<file path="src/rtl/ula_pkg.sv">
// ula_pkg: widths, opcodes, FSM states, command/response records and
// saturation limits shared by the ula_acc accumulator and its ula_core ALU.
package ula_pkg;

  localparam int X = 2;
  localparam int Y = 8;

  localparam logic [Y-1:0] SAT_MAX = {1'b0, {(Y-1){1'b1}}};
  localparam logic [Y-1:0] SAT_MIN = {1'b1, {(Y-1){1'b0}}};

  typedef enum logic [X-1:0] {
    OP_AND = 2'b00,
    OP_OR  = 2'b01,
    OP_ADD = 2'b10,
    OP_SUB = 2'b11
  } op_t;

  typedef enum logic [1:0] {
    S_IDLE,
    S_EXEC,
    S_RESP
  } state_t;

  typedef struct packed {
    logic         load;
    op_t          f;
    logic [Y-1:0] b;
  } cmd_t;

  // An arithmetic overflow always has the sign of operand A as its true sign.
  function automatic logic [Y-1:0] clamp(input logic neg);
    return neg ? SAT_MIN : SAT_MAX;
  endfunction

endpackage

</file>
<file path="src/rtl/ula_core.sv">
// ula_core: 2-bit-opcode signed ALU (AND, OR, ADD, SUB) with sign-bit overflow.
// Latency: purely combinational, zero cycles.
// Backpressure: none, result follows the inputs.
module ula_core
  import ula_pkg::*;
(
  input  op_t          f,
  input  logic [Y-1:0] a,
  input  logic [Y-1:0] b,
  output logic [Y-1:0] result,
  output logic         overflow
);

  logic [Y-1:0] sum;
  logic [Y-1:0] diff;

  assign sum  = a + b;
  assign diff = a - b;

  // Sign bits only, so a zero operand (e.g. 0 - MIN) is still caught.
  always_comb begin
    result   = '0;
    overflow = 1'b0;
    case (f)
      OP_AND: result = a & b;
      OP_OR:  result = a | b;
      OP_ADD: begin
        result   = sum;
        overflow = (a[Y-1] == b[Y-1]) && (sum[Y-1] != a[Y-1]);
      end
      OP_SUB: begin
        result   = diff;
        overflow = (a[Y-1] != b[Y-1]) && (diff[Y-1] != a[Y-1]);
      end
      default: begin
        result   = '0;
        overflow = 1'b0;
      end
    endcase
  end

endmodule

</file>
<file path="src/rtl/ula_acc.sv">
// ula_acc: command-driven accumulator around ula_core; ULA_ACC_SATURATE_EN clamps ADD/SUB overflow.
// Latency: response valid two cycles after the accepting cycle; one op per 3 cycles.
// Backpressure: one command in flight, cmd_ready low until the response is taken.
module ula_acc
  import ula_pkg::*;
(
  input  logic         clk,
  input  logic         reset,
  input  logic         cmd_valid,
  output logic         cmd_ready,
  input  logic         cmd_load,
  input  logic [X-1:0] cmd_f,
  input  logic [Y-1:0] cmd_b,
  output logic         resp_valid,
  input  logic         resp_ready,
  output logic [Y-1:0] resp_res,
  output logic         resp_ovf,
  output logic         ovf_sticky,
  output logic [Y-1:0] acc
);

  state_t       state;
  cmd_t         cmd_q;
  logic [Y-1:0] core_res;
  logic         core_ovf;
  logic [Y-1:0] exec_res;

  ula_core u_core (
    .f        (cmd_q.f),
    .a        (acc),
    .b        (cmd_q.b),
    .result   (core_res),
    .overflow (core_ovf)
  );

`ifdef ULA_ACC_SATURATE_EN
  assign exec_res = core_ovf ? clamp(acc[Y-1]) : core_res;
`else
  assign exec_res = core_res;
`endif

  always_ff @(posedge clk or posedge reset) begin
    if (reset) begin
      state      <= S_IDLE;
      cmd_q      <= '0;
      acc        <= '0;
      resp_res   <= '0;
      resp_ovf   <= 1'b0;
      ovf_sticky <= 1'b0;
      resp_valid <= 1'b0;
      cmd_ready  <= 1'b1;
    end else begin
      case (state)
        S_IDLE: begin
          if (cmd_valid) begin
            cmd_q     <= '{load: cmd_load, f: op_t'(cmd_f), b: cmd_b};
            cmd_ready <= 1'b0;
            state     <= S_EXEC;
          end
        end
        S_EXEC: begin
          if (cmd_q.load) begin
            acc        <= cmd_q.b;
            resp_res   <= cmd_q.b;
            resp_ovf   <= 1'b0;
            ovf_sticky <= 1'b0;
          end else begin
            acc        <= exec_res;
            resp_res   <= exec_res;
            resp_ovf   <= core_ovf;
            ovf_sticky <= ovf_sticky | core_ovf;
          end
          resp_valid <= 1'b1;
          state      <= S_RESP;
        end
        S_RESP: begin
          if (resp_ready) begin
            resp_valid <= 1'b0;
            cmd_ready  <= 1'b1;
            state      <= S_IDLE;
          end
        end
        default: begin
          resp_valid <= 1'b0;
          cmd_ready  <= 1'b1;
          state      <= S_IDLE;
        end
      endcase
    end
  end

endmodule
</file>
<file path="config.mk">
export PLATFORM = sky130hd
export DESIGN_NAME = ula_acc
export DESIGN_NICKNAME = d
export VERILOG_FILES = /design/src/rtl/ula_pkg.sv /design/src/rtl/ula_core.sv /design/src/rtl/ula_acc.sv
export SDC_FILE = /design/constraint.sdc
export NUM_CORES = 1
export LEC_CHECK = 0
export BUFFER_PORTS_ARGS = -buffer_cell sky130_fd_sc_hd__buf_2
export CORE_MARGIN = 2
export CORE_UTILIZATION = 57
export DETAILED_ROUTE_END_ITERATION = 12
export GPL_TIMING_DRIVEN = 0
export PLACE_DENSITY = 0.81
export SETUP_SLACK_MARGIN = 0.02
export SYNTH_ARGS = -nofsm -noshare
export SYNTH_HDL_FRONTEND = slang
export SYNTH_SLANG_ARGS = --single-unit
export TNS_END_PERCENT = 50
</file>
<file path="constraint.sdc">
create_clock -name clk -period 2.85 [get_ports clk]
set_clock_uncertainty 0.2 [all_clocks]
set_input_delay 0.4275 -clock clk [delete_from_list [all_inputs] [get_ports clk]]
set_output_delay 0.4275 -clock clk [all_outputs]
set_load 0.03 [all_outputs]
</file>
==> results_dict.tcl, run 1 <==
set metrics [dict create \
    drv_slew 0 \
    tightest_slew_ns 0.923 \
    place_hpwl_microns 3480 \
    grt_pass1_wl_microns 8340 \
    yosys.area.top_type "dfrtp_1" \
    hold_viol 0 \
    route.detailed.drc 0 \
    vias_per_cell 5.51 \
    synth_warnings 0 \
    worstPathArrival_ns 2.31 \
    setup_violations 0 \
    first_pass_iters 4 \
    cts-htree-levels 1 \
    final.setup.tns_ns 0 \
    rows 22 \
    period_share_pct 83.4 \
    period_needed_ns 2.38 \
    met2_length_microns 2270 \
    routed_wl_microns 4700 \
    syn_nets 288 \
    synth_seq_cells 25 \
    layout_commonest_cell "buf_2" \
    worst_r2r_path_depth 8 \
    vias 1841 \
    synthCells 248 \
    clockBufferDepth 2 \
    synth_area_per_cell_sq_um 8.52 \
    cts_resized 0 \
    diodes 0 \
    ys.flop_type "dfrtp_1" \
    cts_setup_buffers 0 \
    critPathRequiredTime_ns 2.79 \
    initial_core_util_pct 58.6 \
    synthTopCellsByArea "dfrtp_1 28%, ha_1 14%, a21oi_1 5.2%" \
    ant_nets 0 \
    die_x_microns 64.9 \
    multi_input_area_sq_um 1260 \
    drv_cap 0 \
    seqCellArea_sq_um 627 \
    root_buffer "clkbuf_8" \
    wl_met3_microns 264 \
    design.portCount 35 \
    wl_met1_microns 2130 \
    core_sq_um 3610 \
    cts_buffers 3 \
    antenna_found_initial 0 \
    fillers 319 \
    fmax_mhz 421 \
    cts.sinks 25 \
    highest_layer "met4" \
    grt_use_total_pct 25.3 \
    rsz0062_at_grt "no" \
    wl_per_cell_microns 14.1 \
    io_buffers 34 \
    layout.cells.most_common_list "40 x buf_2, 27 x nand2_1, 24 x dfrtp_1" \
    drive_gt1_share_pct 23.1 \
    clock_latency_ns 0.27 \
    gr-total-overflow 0 \
    grt_max_degree 26 \
    synthesis.area_sq_um 2110 \
    die_area_sq_um 4210 \
    async_flop_share_pct 100 \
    area_growth_pct 13.0 \
    relSlewSlack_pct 38.4 \
    regToRegSetupSlack_ns 0.47 \
    grt_pass1_vias 1784 \
    dr.first_iter.drc_count 186 \
    synth_top_area_share_pct 28.4 \
    yosysSeqAreaShare_pct 29.7 \
    hp-class "in2async" \
    clkTransAtPathRegs_ns 0.09 \
    cts_tree "yes" \
    synth_edf_count 0 \
    fin_nets 327 \
    place_congestion 0.940 \
    outcome "finished clean" \
    yosysUniqueCellTypes 49 \
    worstSetupPathType "reg2reg" \
    ctsHoldBuffers 0 \
    setup.worst_path.end_class "flop" \
    startpoint_type "flop" \
    die-height_microns 64.9 \
    critPathMaxFanout 7 \
]
==> cells in the mapped netlist, drive strengths merged, types with 2 or more instances <==
master  instances
a211oi          5
a21o            3
a21oi          23
a22oi           2
a31oi           2
buf            18
clkbuf          3
dfrtp          24
fa              2
ha             23
inv            22
mux2            2
mux2i           3
nand2          27
nand2b          6
nor2           24
nor2b           2
nor3            6
o21a            2
o21ai          18
o21bai          3
o221ai          5
o22ai           2
xnor2           6
xor2            2
==> flip-flops by register name (all words and copies together) (netlist names) <==
| signal | flops |
|---|---|
| cmd_q | 11 |
| acc | 8 |
| state | 2 |
| cmd_ready | 1 |
| ovf_sticky | 1 |
| resp_ovf | 1 |
| resp_valid | 1 |
==> critical path, stage by stage, from the launching register on <==
cell	delay [ns]
dfrtp_1	0.49
inv_1	0.12
ha_1	0.35
a211oi_1	0.28
nor2_2	0.11
a41oi_2	0.25
o22ai_1	0.12
xnor2_1	0.17
o221ai_1	0.14
==> path summary, 6_finish.rpt <==
kind | start | endpoint
setup reg to reg | acc[1] | acc[7]
hold / removal | reset | cmd_q[3]
min in group clk | cmd_b[6] | cmd_q[6]
setup / recovery | acc[1] | acc[7]
max in group asynchronous | reset | acc[5]
hold reg to reg | resp_ovf | resp_ovf
==> cell type report <==
type                    instances  area share, %
multi-input cells             180           52.7
flip-flops and latches         25           26.3
repair buffers                 34           7.13
plain buffers                  21           6.03
inverters                      22           3.46
well taps                      48           2.52
clock buffers                   4           1.89
==> layer usage <==
layer	track usage [%]	vias to the layer above
li1	-	913
met1	35.2	868
met2	41.8	54
met3	3.47	6
met4	5.59	0
met5	0	-
==> cells by family after synthesis <==
kind of cell	Yosys count	share of synthesized area, %
XOR/XNOR	8	3.32
flip-flops	25	29.7
AO/OA/AOI/OAI	71	22.5
buffers and inverters	43	10.7
adder cells (fa/ha/maj)	25	15.5
AND/OR/NAND/NOR	71	15.8
multiplexers	5	2.49
==> metrics by stage <==
step	hold slack [ns]	instance area (sq um)	instances	setup WS, ns	util [%]
after detailed placement	0.256	2340	330	0.490	65.0
after global placement	0.253	2340	330	0.540	65.0
final	0.145	2390	334	0.474	66.2
after global routing	0.174	2390	334	0.295	66.2
after floorplan	0.254	2110	248	0.505	-
after CTS	0.157	2390	334	0.476	66.2
Power of run 1 is left out: the tool's default activity adds up to more than one toggle a clock period on the data nets, which glitch-free logic cannot reach.
==> run 2: changes to the inputs <==
--- a/config.mk
+++ b/config.mk
@@ -7,10 +7,10 @@
 export LEC_CHECK = 0
 export BUFFER_PORTS_ARGS = -buffer_cell sky130_fd_sc_hd__buf_2
 export CORE_MARGIN = 2
-export CORE_UTILIZATION = 57
+export CORE_UTILIZATION = 51
 export DETAILED_ROUTE_END_ITERATION = 12
 export GPL_TIMING_DRIVEN = 0
-export PLACE_DENSITY = 0.81
+export PLACE_DENSITY = 0.76
 export SETUP_SLACK_MARGIN = 0.02
 export SYNTH_ARGS = -nofsm -noshare
 export SYNTH_HDL_FRONTEND = slang
==> constraint.sdc (replaced) <==
create_clock -name clk -period 2.1 [get_ports clk]
set_clock_uncertainty 0.2 [all_clocks]
set_input_delay 0.315 -clock clk [delete_from_list [all_inputs] [get_ports clk]]
set_output_delay 0.315 -clock clk [all_outputs]
set_load 0.03 [all_outputs]
==> run 2 against run 1 <==
Net effect: the flow now finishes with violations (setup timing); worst setup slack got worse by 0.60 ns; global-route usage rose by 0.41 points; sequential cell count did not move; critical endpoint is now acc[4].
==> results_dict.tcl, run 2 (synthesis gave the netlist of run 1 again) <==
set metrics [dict create \
    path_buf_inv 1 \
    grt_max_degree 26 \
    hold_viol 0 \
    fin_nets 348 \
    ant_nets 0 \
    largest_reg_flops 11 \
    first_pass_iters 4 \
    io_buffers 34 \
    period_share_pct 106 \
    ctsHoldBuffers 0 \
    clockBufferDepth 2 \
    hold_end "cmd_q[1]" \
    max_stage_delay_ns 0.47 \
    cts.sinks 25 \
    setup_violations 5 \
    tightest_slew_ns 0.981 \
    cts_buffers 3 \
    regToRegSetupSlack_ns -0.13 \
    period_needed_ns 2.23 \
    wl_per_cell_microns 16.3 \
    drv_cap 0 \
    fin_util_pct 69.4 \
    die-height_microns 68.4 \
    critPathMaxFanout 4 \
    antenna_found_initial 0 \
    place_area_sq_um 2410 \
    largest-register "cmd_q" \
    clkTransAtPathRegs_ns 0.11 \
    initial_core_util_pct 52.8 \
    vias_per_cell 5.57 \
    rsz0062_at_grt "yes" \
    hp-class "in2reg" \
    largestRegisters "cmd_q (11), acc (8), state (2)" \
    core_sq_um 4000 \
    hold_depth 3 \
    die_x_microns 68.4 \
    route.detailed.drc 0 \
    cts-htree-levels 1 \
    gr-total-overflow 0 \
    place_congestion 0.933 \
    design.portCount 35 \
    dr.first_iter.drc_count 112 \
    critPathRequiredTime_ns 2.04 \
    worst_r2r_path_depth 8 \
    multi_input_area_sq_um 1480 \
    root_buffer "clkbuf_8" \
    seqCellArea_sq_um 639 \
    startpoint_type "flop" \
    grt_pass1_wl_microns 8780 \
    fillers 302 \
    area_growth_pct 31.5 \
    layout.cells.most_common_list "40 x buf_2, 30 x buf_4, 27 x nand2_1" \
    fin_area_sq_um 2780 \
    worstPathArrival_ns 2.17 \
    violations "setup timing" \
    place_hpwl_microns 3650 \
    grt_use_total_pct 25.7 \
    grt_pass1_vias 1830 \
    relSlewSlack_pct 34.5 \
    final.setup.worst_slack_ns -0.127 \
    diodes 0 \
    worstSetupPathType "reg2reg" \
    worstReg2RegStart "cmd_q[0]" \
    drv_slew 0 \
    cts_tree "yes" \
    layout_commonest_cell "buf_2" \
    clock_latency_ns 0.29 \
    rows 23 \
    setup.worst_path.end_class "flop" \
    path_cells "ha_4 -> fa_2 -> a21o_1 -> a21oi_2 -> buf_4 -> o22ai_4 -> xnor2_1 -> o221ai_1" \
    die_area_sq_um 4670 \
    drive_gt1_share_pct 43.0 \
    fmax_mhz 449 \
    routed_wl_microns 5820 \
    min_from "cmd_b[1]" \
    vias 1987 \
    outcome "finished, violations left" \
    cpLargestDelayFamily "compound AO/OA/AOI/OAI gates" \
    r2r_end "acc[4]" \
    cpMaxStageDelayCell "dfrtp_2" \
]
[run 2: cell types whose count changed in the layout (fill, tap and decap cells not counted), sizes merged]
cell    change
clkbuf      -1
buf        +21
clkinv      +1
[run 2: repair_timing]
action / in CTS / in global routing
endpoints found under the hold margin: 0 / 0
setup endpoints to repair: 5 / 7
gates resized for setup: 24 / 18
pin swaps: 13 / 13
setup buffers: 16 / 7
[run 2: worst max-delay path by stage]
stage	from	endpoint	slack (ns)	depth (start not counted)
final	cmd_q[0]	acc[4]	-0.13	8
after global routing	cmd_q[0]	acc[6]	-0.21	8
after CTS	cmd_q[0]	acc[6]	-0.1	8
after detailed placement	cmd_q[0]	acc[6]	-0.17	8
after global placement	cmd_q[0]	acc[6]	-0.15	8
after floorplan	acc[4]	acc[7]	-0.10	9
[run 2: area by class of cell]
cell class                 count  share of cell area, %
timing repair buffer          57                   12.5
inverter                      22                   3.15
clock buffer                   3                   1.49
sequential                    25                   23.0
tap                           50                   2.25
multi-input combinational    180                   53.2
clock inverter                 1                  0.180
buffer                        19                   4.19
[run 2: per-stage QoR]
step	setup slack, ns	setup TNS [ns]	instances	hold slack [ns]
2_1_floorplan	-0.101	-0.250	248	0.141
4_1_cts	-0.0974	-0.241	350	0.0372
3_5_place_dp	-0.170	-0.698	332	0.279
6_report	-0.127	-0.458	357	0.0316
5_1_grt	-0.207	-0.893	357	0.0632
3_3_place_gp	-0.151	-0.550	332	0.255
[run 2: worst register-to-register path: stages (launching register included)]
cell and delay, ns:
dfrtp_2 0.47, ha_4 0.19, fa_2 0.34, a21o_1 0.19, a21oi_2 0.18, buf_4 0.15
o22ai_4 0.07, xnor2_1 0.15, o221ai_1 0.14
[run 2: routing by layer]
layer | track usage, % | share of wire, % | vias to the layer above
li1 | - | - | 957
met1 | 34.4 | 44 | 966
met2 | 43.1 | 51 | 55
met3 | 2.96 | 3.5 | 9
met4 | 8.50 | 1.5 | 0
met5 | 0 | 0 | -
Power of run 2 is left out for the same reason.
==> run 3: changes to the inputs <==
--- a/config.mk
+++ b/config.mk
@@ -10,7 +10,7 @@
 export CORE_UTILIZATION = 51
 export DETAILED_ROUTE_END_ITERATION = 12
 export GPL_TIMING_DRIVEN = 0
-export PLACE_DENSITY = 0.76
+export PLACE_DENSITY = 0.88
 export SETUP_SLACK_MARGIN = 0.02
 export SYNTH_ARGS = -nofsm -noshare
 export SYNTH_HDL_FRONTEND = slang
==> run 3 against run 2 <==
Net effect: the run still ends with setup timing left; sequential cell count unchanged; clock-buffer cell count rose by 1; critical path depth stayed put; final area decreased by 3.1%; first-iteration DRC count up 18%; worst setup slack improved by 0.026 ns; critical endpoint is now ovf_sticky; die area did not move.
==> results_dict.tcl, run 3 (synthesis gave the netlist of run 1 again) <==
set metrics [dict create \
    ctsHoldBuffers 0 \
    period_share_pct 105 \
    wl_per_cell_microns 16.3 \
    first_pass_iters 4 \
    drv_slew 0 \
    rsz0062_at_grt "yes" \
    relSlewSlack_pct 33.3 \
    largestRegisters "cmd_q (11), acc (8), state (2)" \
    final_cells 351 \
    fin_nets 342 \
    design.portCount 35 \
    vias_per_cell 5.63 \
    cts_buffers 3 \
    area_growth_pct 27.4 \
    fmax_mhz 454 \
    die_x_microns 68.4 \
    r2r_end "ovf_sticky" \
    vias 1975 \
    grt_pass1_vias 1855 \
    largest-register "cmd_q" \
    place_hpwl_microns 3580 \
    violations "setup timing" \
    largest_reg_flops 11 \
    root_buffer "clkbuf_8" \
    hold_depth 3 \
    ant_nets 0 \
    regToRegSetupSlack_ns -0.10 \
    die_area_sq_um 4670 \
    hold_end "cmd_q[6]" \
    clockBufferDepth 2 \
    hold_viol 0 \
    antenna_found_initial 0 \
    core_sq_um 4000 \
    clkTransAtPathRegs_ns 0.09 \
    grt_max_degree 26 \
    io_buffers 34 \
    initial_core_util_pct 52.8 \
    place_congestion 0.918 \
    route.detailed.drc 0 \
    startpoint_type "flop" \
    tightest_slew_ns 1.00 \
    routed_wl_microns 5730 \
    outcome "finished, violations left" \
    final.setup.worst_slack_ns -0.101 \
    critPathMaxFanout 4 \
    layout_commonest_cell "buf_2" \
    grt_use_total_pct 26.5 \
    gr-total-overflow 0 \
    min_from "cmd_b[6]" \
    critPathRequiredTime_ns 2.07 \
    drv_cap 0 \
    hp-class "in2reg" \
    setup_violations 5 \
    cts.sinks 25 \
    worstPathArrival_ns 2.17 \
    rows 23 \
    diodes 0 \
    setup.worst_path.end_class "flop" \
    drive_gt1_share_pct 39.2 \
    worst_r2r_path_depth 8 \
    layout.cells.most_common_list "40 x buf_2, 27 x nand2_1, 23 x buf_4" \
    worstReg2RegStart "cmd_q[1]" \
    clock_latency_ns 0.28 \
    worstSetupPathType "reg2reg" \
    cts_tree "yes" \
    dr.first_iter.drc_count 132 \
    grt_pass1_wl_microns 9080 \
    period_needed_ns 2.20 \
    cts-htree-levels 1 \
    dp_cells 332 \
    die-height_microns 68.4 \
]
[run 3: changes by cell type in the layout (fill, tap and decap cells not counted), moves of 2 or more]
cell,before,now
buf_12,0,2
ha_2,3,1
ha_4,10,7
inv_4,2,0
buf_4,30,23
inv_1,13,15
ha_1,10,15
a21oi_2,3,1
[run 3: worst max-delay path, stage by stage, from the launching register on]
cell       delay [ns]
dfrtp_2          0.45
inv_1            0.14
ha_4             0.24
nor2_2           0.18
o2111ai_4        0.18
and3_4           0.18
o31a_1           0.29
a21oi_2          0.15
nand2_1          0.08
[run 3: what timing repair did]
| item | 4_1_cts | 5_1_grt |
|---|---|---|
| pin swaps | 11 | 6 |
| cloned | 0 | 0 |
| gates resized for setup | 15 | 14 |
| endpoints found under the setup margin | 7 | 8 |
| buffers inserted | 15 | 2 |
[run 3: final cells by class]
class / count / area, sq um
well taps: 50 / 62.6
fillers: 312 / 1310
repair buffers: 51 / 323
plain buffers: 19 / 116
flip-flops and latches: 25 / 639
multi-input cells: 180 / 1420
clock buffers: 4 / 45.0
inverters: 22 / 82.6
[run 3: worst max path at each step]
stage / from / to
after detailed placement: cmd_q[4] / acc[7]
after global routing: cmd_q[0] / acc[6]
after CTS: cmd_q[0] / acc[6]
final: cmd_q[1] / ovf_sticky
after floorplan: acc[4] / acc[7]
after global placement: cmd_q[0] / acc[6]
[run 3: per-layer routing]
layer	vias to the layer above	routed length, microns	track usage [%]	share of wire [%]
li1	934	-	-	-
met1	939	2440	34.9	43
met2	87	2810	44.1	49
met3	15	344	2.80	6.0
met4	0	146	11.3	2.5
met5	-	0	0	0
[run 3: stage by stage]
stage	hold slack, ns	worst slack [ns]	setup TNS [ns]	utilization (%)	cell area [sq um]
2_1_floorplan	0.141	-0.101	-0.250	-	2180
3_3_place_gp	0.256	-0.144	-0.497	60.3	2410
3_5_place_dp	0.269	-0.174	-0.696	60.3	2410
4_1_cts	0.0390	-0.0688	-0.175	65.4	2620
5_1_grt	0.0529	-0.190	-0.939	67.3	2690
6_report	0.0399	-0.101	-0.364	67.3	2690
Power of run 3 is left out for the same reason.
